$ cat src/rtl/seconds_tick_counter_pkg.sv
// Shared timer definitions: FSM state encodings and the seconds wrap point.
// The minutes stage imports the same package and reuses SEC_MAX.
package seconds_tick_counter_pkg;

    typedef enum logic [1:0] {
        ST_IDLE   = 2'd0,
        ST_RUN    = 2'd1,
        ST_PAUSED = 2'd2,
        ST_DONE   = 2'd3
    } state_e;

    localparam logic [5:0] SEC_MAX = 6'd59;

    function automatic logic [5:0] clamp_sec(input logic [5:0] value, input logic [5:0] max_value);
        return (value > max_value) ? max_value : value;
    endfunction

endpackage

$ cat src/rtl/seconds_tick_counter_if.sv
// Control/status bundle between the timer front panel logic (master) and the seconds stage (slave).
interface seconds_tick_counter_if;
    logic       enable;
    logic       forward;
    logic       start;
    logic       pause;
    logic       clear;
    logic       load;
    logic [5:0] load_value;
    logic       minutes_zero;
    logic [5:0] seconds;
    logic       increment;
    logic       decrement;
    logic       tick_1hz;
    logic       finish;
    logic [1:0] state;

    modport master (
        output enable, forward, start, pause, clear, load, load_value, minutes_zero,
        input  seconds, increment, decrement, tick_1hz, finish, state
    );

    modport slave (
        input  enable, forward, start, pause, clear, load, load_value, minutes_zero,
        output seconds, increment, decrement, tick_1hz, finish, state
    );
endinterface

$ cat src/rtl/seconds_tick_counter_tick_prescaler.sv
// Divide-by-DIV prescaler: counts 0..DIV-1 while run_i is high, strobing tick_o on the last count.
// Holds when run_i is low; clr_i discards any partial count.
module tick_prescaler #(
    parameter int DIV = 4
) (
    input  logic clk,
    input  logic rst,
    input  logic run_i,
    input  logic clr_i,
    output logic tick_o
);
    localparam int            CW   = $clog2(DIV);
    localparam logic [CW-1:0] LAST = CW'(DIV - 1);

    logic [CW-1:0] cnt_q;
    logic [CW-1:0] cnt_d;

    always_comb begin
        cnt_d = cnt_q;
        if (clr_i) begin
            cnt_d = '0;
        end else if (run_i) begin
            cnt_d = (cnt_q == LAST) ? '0 : cnt_q + 1'b1;
        end
    end

    always_ff @(posedge clk or posedge rst) begin
        if (rst) begin
            cnt_q <= '0;
        end else begin
            cnt_q <= cnt_d;
        end
    end

    assign tick_o = run_i && !clr_i && (cnt_q == LAST);
endmodule

$ cat src/rtl/seconds_tick_counter.sv
// Seconds stage of the countdown/stopwatch timer: 1 Hz prescaler, run/pause FSM and the
// 00..MAX_SEC up/down counter that feeds carry/borrow strobes to the minutes stage.
module seconds_tick_counter
    import seconds_tick_counter_pkg::*;
#(
    parameter int         CLK_HZ  = 50_000_000,
    parameter int         TICK_HZ = 1,
    parameter logic [5:0] MAX_SEC = SEC_MAX
) (
    input  logic                  clk,
    input  logic                  rst,
    seconds_tick_counter_if.slave bus
);
    localparam int DIV = CLK_HZ / TICK_HZ;

    state_e     state_q, state_d;
    logic [5:0] sec_q, sec_d;
    logic       inc_q, inc_d;
    logic       dec_q, dec_d;
    logic       run;
    logic       tick;

    // Prescaler only advances on cycles where RUN actually continues; a pause or clear
    // in the same cycle takes priority over the tick and freezes the partial second.
    assign run = (state_q == ST_RUN) && bus.enable && !bus.clear && !bus.pause;

    tick_prescaler #(
        .DIV (DIV)
    ) u_prescaler (
        .clk    (clk),
        .rst    (rst),
        .run_i  (run),
        .clr_i  (bus.clear),
        .tick_o (tick)
    );

    always_comb begin
        state_d = state_q;
        sec_d   = sec_q;
        inc_d   = 1'b0;
        dec_d   = 1'b0;
        if (bus.clear) begin
            state_d = ST_IDLE;
            sec_d   = '0;
        end else if (bus.enable) begin
            case (state_q)
                ST_IDLE: begin
                    if (bus.load) begin
                        sec_d = clamp_sec(bus.load_value, MAX_SEC);
                    end else if (bus.start) begin
                        state_d = ST_RUN;
                    end
                end
                ST_RUN: begin
                    if (bus.pause) begin
                        state_d = ST_PAUSED;
                    end else if (tick) begin
                        if (bus.forward) begin
                            if (sec_q >= MAX_SEC) begin
                                sec_d = '0;
                                inc_d = 1'b1;
                            end else begin
                                sec_d = sec_q + 6'd1;
                            end
                        end else if (sec_q == 6'd0) begin
                            if (bus.minutes_zero) begin
                                state_d = ST_DONE;
                            end else begin
                                sec_d = MAX_SEC;
                                dec_d = 1'b1;
                            end
                        end else begin
                            sec_d = sec_q - 6'd1;
                        end
                    end
                end
                ST_PAUSED: begin
                    if (bus.start) begin
                        state_d = ST_RUN;
                    end
                end
                default: begin
                    state_d = state_q;
                end
            endcase
        end
    end

    always_ff @(posedge clk or posedge rst) begin
        if (rst) begin
            state_q <= ST_IDLE;
            sec_q   <= '0;
            inc_q   <= 1'b0;
            dec_q   <= 1'b0;
        end else begin
            state_q <= state_d;
            sec_q   <= sec_d;
            inc_q   <= inc_d;
            dec_q   <= dec_d;
        end
    end

    assign bus.seconds   = sec_q;
    assign bus.increment = inc_q;
    assign bus.decrement = dec_q;
    assign bus.tick_1hz  = tick;
    assign bus.finish    = (state_q == ST_DONE);
    assign bus.state     = state_q;
endmodule
$ cat src/flat_wrapper.sv
// flat-port wrapper written by rule: the top's interface ports become plain ports
module seconds_tick_counter_flat import seconds_tick_counter_pkg::*;
#(
    parameter int         CLK_HZ  = 50_000_000,
    parameter int         TICK_HZ = 1,
    parameter logic [5:0] MAX_SEC = SEC_MAX
)
  (clk, rst, bus_enable, bus_forward, bus_start, bus_pause, bus_clear, bus_load, bus_load_value, bus_minutes_zero, bus_seconds, bus_increment, bus_decrement, bus_tick_1hz, bus_finish, bus_state);
  seconds_tick_counter_if bus_i ();
  input  logic clk;
  input  logic rst;
  input wire logic [$bits(bus_i.enable)-1:0] bus_enable;
  input wire logic [$bits(bus_i.forward)-1:0] bus_forward;
  input wire logic [$bits(bus_i.start)-1:0] bus_start;
  input wire logic [$bits(bus_i.pause)-1:0] bus_pause;
  input wire logic [$bits(bus_i.clear)-1:0] bus_clear;
  input wire logic [$bits(bus_i.load)-1:0] bus_load;
  input wire logic [$bits(bus_i.load_value)-1:0] bus_load_value;
  input wire logic [$bits(bus_i.minutes_zero)-1:0] bus_minutes_zero;
  output wire logic [$bits(bus_i.seconds)-1:0] bus_seconds;
  output wire logic [$bits(bus_i.increment)-1:0] bus_increment;
  output wire logic [$bits(bus_i.decrement)-1:0] bus_decrement;
  output wire logic [$bits(bus_i.tick_1hz)-1:0] bus_tick_1hz;
  output wire logic [$bits(bus_i.finish)-1:0] bus_finish;
  output wire logic [$bits(bus_i.state)-1:0] bus_state;
  assign bus_i.enable = bus_enable;
  assign bus_i.forward = bus_forward;
  assign bus_i.start = bus_start;
  assign bus_i.pause = bus_pause;
  assign bus_i.clear = bus_clear;
  assign bus_i.load = bus_load;
  assign bus_i.load_value = bus_load_value;
  assign bus_i.minutes_zero = bus_minutes_zero;
  assign bus_seconds = bus_i.seconds;
  assign bus_increment = bus_i.increment;
  assign bus_decrement = bus_i.decrement;
  assign bus_tick_1hz = bus_i.tick_1hz;
  assign bus_finish = bus_i.finish;
  assign bus_state = bus_i.state;
  seconds_tick_counter #(.CLK_HZ(CLK_HZ), .TICK_HZ(TICK_HZ), .MAX_SEC(MAX_SEC)) u_core (.clk(clk), .rst(rst), .bus(bus_i));
endmodule
$ cat config.mk
export PLATFORM = sky130hd
export DESIGN_NAME = seconds_tick_counter_flat
export DESIGN_NICKNAME = d
export VERILOG_FILES = /design/src/rtl/seconds_tick_counter_pkg.sv /design/src/rtl/seconds_tick_counter_if.sv /design/src/rtl/seconds_tick_counter_tick_prescaler.sv /design/src/rtl/seconds_tick_counter.sv /design/src/flat_wrapper.sv
export SDC_FILE = /design/constraint.sdc
export NUM_CORES = 1
export LEC_CHECK = 0
export BUFFER_PORTS_ARGS = -buffer_cell sky130_fd_sc_hd__buf_2
export CAP_MARGIN = 20
export CELL_PAD_IN_SITES_DETAIL_PLACEMENT = 2
export CELL_PAD_IN_SITES_GLOBAL_PLACEMENT = 2
export CORE_ASPECT_RATIO = 0.6
export CORE_UTILIZATION = 38
export CTS_CLUSTER_DIAMETER = 60
export DETAILED_ROUTE_END_ITERATION = 8
export PLACE_DENSITY_LB_ADDON = 0.1
export SYNTH_ARGS = -nofsm -noshare
export SYNTH_HDL_FRONTEND = slang
export SYNTH_SLANG_ARGS = --single-unit
$ cat constraint.sdc
create_clock -name clk -period 3.3 [get_ports clk]
set_input_delay 0.33 -clock clk [delete_from_list [all_inputs] [get_ports clk]]
set_output_delay 0.33 -clock clk [all_outputs]
set_load 0.005 [all_outputs]
== Word level (Yosys, flattened, before mapping) ==
Cells that the tools add are included.
Word-level totals
  RAM bits: 0
  memories kept: 0
  latch bits: 0
  bits in read-only memories: 0
  flip-flop bits (word level): 36
  output and inout bits: 12
  input port bits: 15
Operators by class
  shift operators: 0
  reduce and logical (&&, ||, !) cells: 15
  add/sub/neg operators: 3
  bitwise gates (word level): 0
  divide/modulo/power cells: 0
  magnitude comparators: 2
  multiply operators: 0
  eq/ne operators: 13
  multiplexer cells: 39
Operator list (count)
  26-bit two-way mux: 3
  6-bit two-way mux: 10
  26-bit by 1-bit adder with 26-bit output (second input constant): 1
  26-bit == test (second input constant): 1
  2-bit two-way mux: 9
  4-bit inequality test (second input constant): 4
  1-bit two-way mux: 15
  3-bit inequality test (second input constant): 4
  6-bit case mux with 2 select lines: 1
  7-bit AND reduction: 1
  6-bit by 1-bit adder with 6-bit output (second input constant): 1
  6-bit greater-or-equal comparator (second input constant): 1
  6-bit > comparator (second input constant): 1
  6-bit logical NOT: 1
  2-bit case mux with 3 select lines: 1
  6-bit AND reduction: 1
  6-bit by 1-bit subtractor with 6-bit output (second input constant): 1
  1-bit logical AND: 5
  5-bit inequality test (second input constant): 1
  2-bit == test (second input constant): 2
  2-bit nonzero test: 2
  4-bit nonzero test: 1
  3-bit nonzero test: 1
  2-bit by 1-bit == test with 1-bit output (second input constant): 1
  2 further kinds: 3

== Depth between registers and ports, before layout ==
  word-level depth: 11
  gate-level depth with buffers: 8
  gate-level depth less buffers: 7

== By module ==
Synthesis repeated with hierarchy kept, for this count alone.
Unflattened totals
  cells, all modules: 289
  area, all modules: 2602.5 sq um
By module, submodules not included
  tick_prescaler: area an instance 1611.5 sq um, times used 1, cells each 179, seq. area each 650.6 sq um
  seconds_tick_counter: area an instance 991.0 sq um, times used 1, cells each 110, seq. area each 250.2 sq um

== Least setup slack after synthesis ==
Ideal clock, no wire load.
  path type: reg2reg
  from: reg u_core.sec_q[0] (netlist: u_core.bus.seconds[0])
  to: reg u_core.sec_q[1] (netlist: u_core.bus.seconds[1])
  cell stages (with the launch flop): 8
  data required time: 3172 ps
  arrival time: 2086 ps
  slack: 1086 ps
  cells stage by stage: dfrtp_1 -> inv_1 -> ha_1 -> or3b_1 -> nor4_2 -> a211oi_1 -> a21boi_2 -> mux2_1
On the way
  cells in the longest elaborated chain, start to end: 8
  elaborated cells on any way between the ends: 14
  classes of those cells: add/sub: 2; order compare: 1; eq/ne: 1; mux: 8; reduce/logical: 2
RTL lines
  start: declaration: RTL line seconds_tick_counter.sv:17  | logic [5:0] sec_q, sec_d;
  start signal: assignment: RTL line seconds_tick_counter.sv:92  | sec_q <= '0;
  start signal: assignment: RTL line seconds_tick_counter.sv:97  | sec_q <= sec_d;
  6-bit by 1-bit subtractor with 6-bit output, or another cell as far along: RTL line seconds_tick_counter.sv:73  | sec_d = sec_q - 6'd1;
  6-bit two-way mux (on tied branches): RTL line seconds_tick_counter.sv:65, seconds_tick_counter.sv:59
  6-bit two-way mux: RTL line seconds_tick_counter.sv:58  | if (bus.forward) begin
  6-bit two-way mux: RTL line seconds_tick_counter.sv:57  | end else if (tick) begin
  6-bit two-way mux: RTL line seconds_tick_counter.sv:55  | if (bus.pause) begin
  6-bit case mux with 2 select lines: RTL line seconds_tick_counter.sv:46  | case (state_q)
  6-bit two-way mux: RTL line seconds_tick_counter.sv:45  | end else if (bus.enable) begin
  6-bit two-way mux: RTL line seconds_tick_counter.sv:42  | if (bus.clear) begin
Several ways; a longest one is shown, not always the timed one. The select of a mux whose other input is x is not followed.
A chain may end at the register's enable or synchronous reset.

== Worst setup path in the final report ==
  from: reg u_core.state_q[1] (netlist: u_core.bus.state[1])
  to: out bus_tick_1hz
On the way
  cells in the longest elaborated chain, start to end: 6
RTL lines
  start: declaration: RTL line seconds_tick_counter.sv:16  | state_e state_q, state_d;
  start signal: assignment: RTL line seconds_tick_counter.sv:96  | state_q <= state_d;
  2-bit by 1-bit == test with 1-bit output: RTL line seconds_tick_counter.sv:25  | assign run = (state_q == ST_RUN) && bus.enable && !bus.clear && !bus.pause;
  1-bit logical AND (3 in series): RTL line seconds_tick_counter.sv:25
  1-bit logical AND (2 in series): RTL line seconds_tick_counter_tick_prescaler.sv:35  | assign tick_o = run_i && !clr_i && (cnt_q == LAST);
  end: declaration: RTL line flat_wrapper.sv:23  | output wire logic [$bits(bus_i.tick_1hz)-1:0] bus_tick_1hz;
No other way between the ends.

==> flow_metrics.env <==
export IMPL_holdPathStages=2
export IMPL_fin_setup_tns_ns=0
export IMPL_skew_ns=0.00952
export IMPL_nFillCells=705
export IMPL_fp_dieH_um=64.3
export IMPL_dieArea_um2=6800
export IMPL_port_buffers=26
export IMPL_mostFrequentLayoutCells="36 x dfrtp_1, 29 x nor2_1, 26 x nand2_1, 26 x buf_2, 15 x nand3_1"
export IMPL_netlist_area_um2=2460
export IMPL_setup_viol=0
export IMPL_grt_setup_unrepaired="no"
export IMPL_leakagePower_nw=1.22
export IMPL_drtPass1Iterations=4
export IMPL_gr_usage_met2=0.361
export IMPL_critPathTopFamily="simple AND/OR/NAND/NOR gates"
export IMPL_root_buffer="clkbuf_8"
export IMPL_use_met3=0.0398
export IMPL_clock_latency_ns=0.29
export IMPL_grt_pass1_vias=2471
export IMPL_yosysTopAreaCell="dfrtp_1"
export IMPL_wl_per_cell_um=20.1
export IMPL_startpoint_type="flip-flop"
export IMPL_routed_wl_um=7940
export IMPL_cts_tree="built"
export IMPL_grt_usage=0.250
export IMPL_gr_max_usage_layer="met1"
export IMPL_viasPerCell=6.01
export IMPL_syn_nets=308
export IMPL_grt_pass1_wl_um=13100
export IMPL_rows=22
export IMPL_worstRegToRegCells=8
export IMPL_power_density_nw_per_um2=339
export IMPL_core_um2=6170
export IMPL_cts_hold_buffers=0
export IMPL_grtUsageMet1=0.386
export IMPL_die_w_um=106
export IMPL_ys_dominant_reg_cell="dfrtp_1"
export IMPL_ys_seq_elements=36
export IMPL_slowest_delay_ns=0.63
export IMPL_ys_top_cells_by_area="dfrtp_1 37%, nor2_1 4.4%, xnor2_1 4.3%, nand2_1 4.0%, ha_1 3.6%"
export IMPL_seq_area_frac_synth=0.367
export IMPL_ant_nets=0
export IMPL_maxSlewViolCount=0
export IMPL_crit_fanout=22
export IMPL_total_power_uw=940
export IMPL_run_status="finished clean"
export IMPL_slowest_stage="ha_1"
export IMPL_cp_num_cells=6
export IMPL_drcViolationCount=0
export IMPL_cp_data_arrival_time_ns=2.45
export IMPL_syn_mean_instance_area_um2=8.59
export IMPL_cts_buffers_inserted=5
export IMPL_cts_sinks=36
export IMPL_crit_type="flip-flop to primary output"
export IMPL_nets=333
export IMPL_cts_max_path_buffers=2
export IMPL_htreeDepth=2
export IMPL_path_cells="inv_1 > ha_1 > nor4bb_1 > nand4_1 > inv_2 > buf_2"
export IMPL_crit_buf_inv=3
export IMPL_hold_viol=0
export IMPL_antenna_found_initial=0
export IMPL_maxCapViolations=0
export IMPL_hold_path_class="primary input to flip-flop"
export IMPL_multiInputGateArea_um2=1450
export IMPL_hpwl_um=5980
export IMPL_synthCells=286
export IMPL_cts_setup_buffers=0
export IMPL_seqCellArea_um2=901
export IMPL_synth_edf_count=0
export IMPL_min_period_ns=2.78
export IMPL_antennaDiodeCount=0
export IMPL_path_clk_slew_ns=0.08
export IMPL_ctsResizeCount=0
export IMPL_area_delta_synth_final_pct=12.9
export IMPL_gr_total_overflow=0
export IMPL_async_flop_share=1.00
export IMPL_ir_drop_mv=0.149
export IMPL_vias=2372
export IMPL_fin_crit_sh=0.842
export IMPL_final_common_cell="dfrtp_1"
export IMPL_initial_core_util=0.399
export IMPL_cp_data_required_time_ns=2.97
export IMPL_ios=27
export IMPL_synth_top_area_share=0.367
export IMPL_worst_setup_path_end_kind="primary output"
export IMPL_initialDrtViolationCount=97
export IMPL_ys_types=60
export IMPL_grt_max_degree=27
export IMPL_place_congestion=0.782
export IMPL_maxSlewHeadroom=0.509
export IMPL_timing_fmax_mhz=360
export IMPL_yosys_warnings=0
export IMPL_worst_pin_slew_ns=0.737
export IMPL_drive_gt1_frac=0.161
[registers in the layout (all words and copies together) (netlist names)]
signal and flops:
u_core.bus.state 2, u_core.bus.seconds 6, u_core.bus.increment 1, u_core.bus.decrement 1, u_core.u_prescaler.cnt_q 26
[stage by stage]
step / std cells / hold slack [ns] / instance area, µm² / utilization / setup WS, ns
CTS: 393 / 0.249 / 2740 / 0.444 / 0.494
floorplan: 286 / 0.402 / 2460 / - / 1.09
finish: 395 / 0.262 / 2780 / 0.450 / 0.521
global route: 395 / 0.261 / 2780 / 0.450 / 0.342
detailed placement: 386 / 0.463 / 2660 / 0.431 / 0.740
global placement: 386 / 0.459 / 2660 / 0.431 / 0.836
[path summary, 6_finish.rpt]
| path | start | to | slack (ns) |
|---|---|---|---|
| min reg2reg | u_core.u_prescaler.cnt_q[25]$_DFFE_PP0P_ | u_core.u_prescaler.cnt_q[25]$_DFFE_PP0P_ | 0.48 |
| min in group asynchronous | rst | u_core.u_prescaler.cnt_q[8]$_DFFE_PP0P_ | 0.50 |
| max | u_core.bus.state[1]$_DFFE_PP0P_ | bus_tick_1hz | 0.52 |
| min | bus_minutes_zero | u_core.bus.decrement$_DFF_PP0_ | 0.26 |
| max in group asynchronous | rst | u_core.u_prescaler.cnt_q[16]$_DFFE_PP0P_ | 2.23 |
| max reg2reg | u_core.bus.state[1]$_DFFE_PP0P_ | u_core.u_prescaler.cnt_q[5]$_DFFE_PP0P_ | 0.69 |
[synthesized netlist by cell type, drive strengths merged, types with 2 or more instances]
cell / n
dfrtp: 36
nor2: 29
nand2: 26
nand3: 15
o21ai: 14
a21oi: 12
a31oi: 12
xnor2: 12
nand4: 10
inv: 9
nor4: 9
clkbuf: 8
nand2b: 8
nor3: 8
a22o: 7
and3: 7
ha: 7
buf: 6
mux2i: 5
a211oi: 3
a311oi: 3
and2: 3
xor2: 3
a211o: 2
a21o: 2
and4: 2
mux2: 2
nand4b: 2
o211ai: 2
or3b: 2
[logic make-up (layout without fill, tap and decap cells)]
logic type / Yosys count / after routing / share of synthesized area
and+or+nand+nor: 129 / 129 / 0.283
AOI/OAI and AO/OA: 67 / 67 / 0.185
DFF: 36 / 36 / 0.367
buffers and inverters: 25 / 50 / 0.0463
xor gates and xnor gates: 15 / 15 / 0.0535
adders and majority gates: 7 / 7 / 0.0356
muxes: 7 / 7 / 0.0295
[power breakdown]
part           internal, mW  leakage (nW)  switching [mW]
registers             0.448         0.500          0.0208
clock network         0.144        0.0410           0.170
logic                0.0632         0.676          0.0946
total                 0.655          1.22           0.285
[cell type report]
type                       instances  share of cell area
clock buffer                       6              0.0261
clock inverter                     1             0.00180
inverter                          10              0.0135
multi-input combinational        225               0.522
sequential                        36               0.325
tap                               84              0.0379
timing repair buffer              33              0.0739
[metal layers]
layer  routed length, µm  vias up
met2                3290       43
met3                 259       10
met1                4320     1214
met5                   0        -
li1                    -     1105
met4                  73        0
Note: power is estimated with default switching activity, not from simulation.
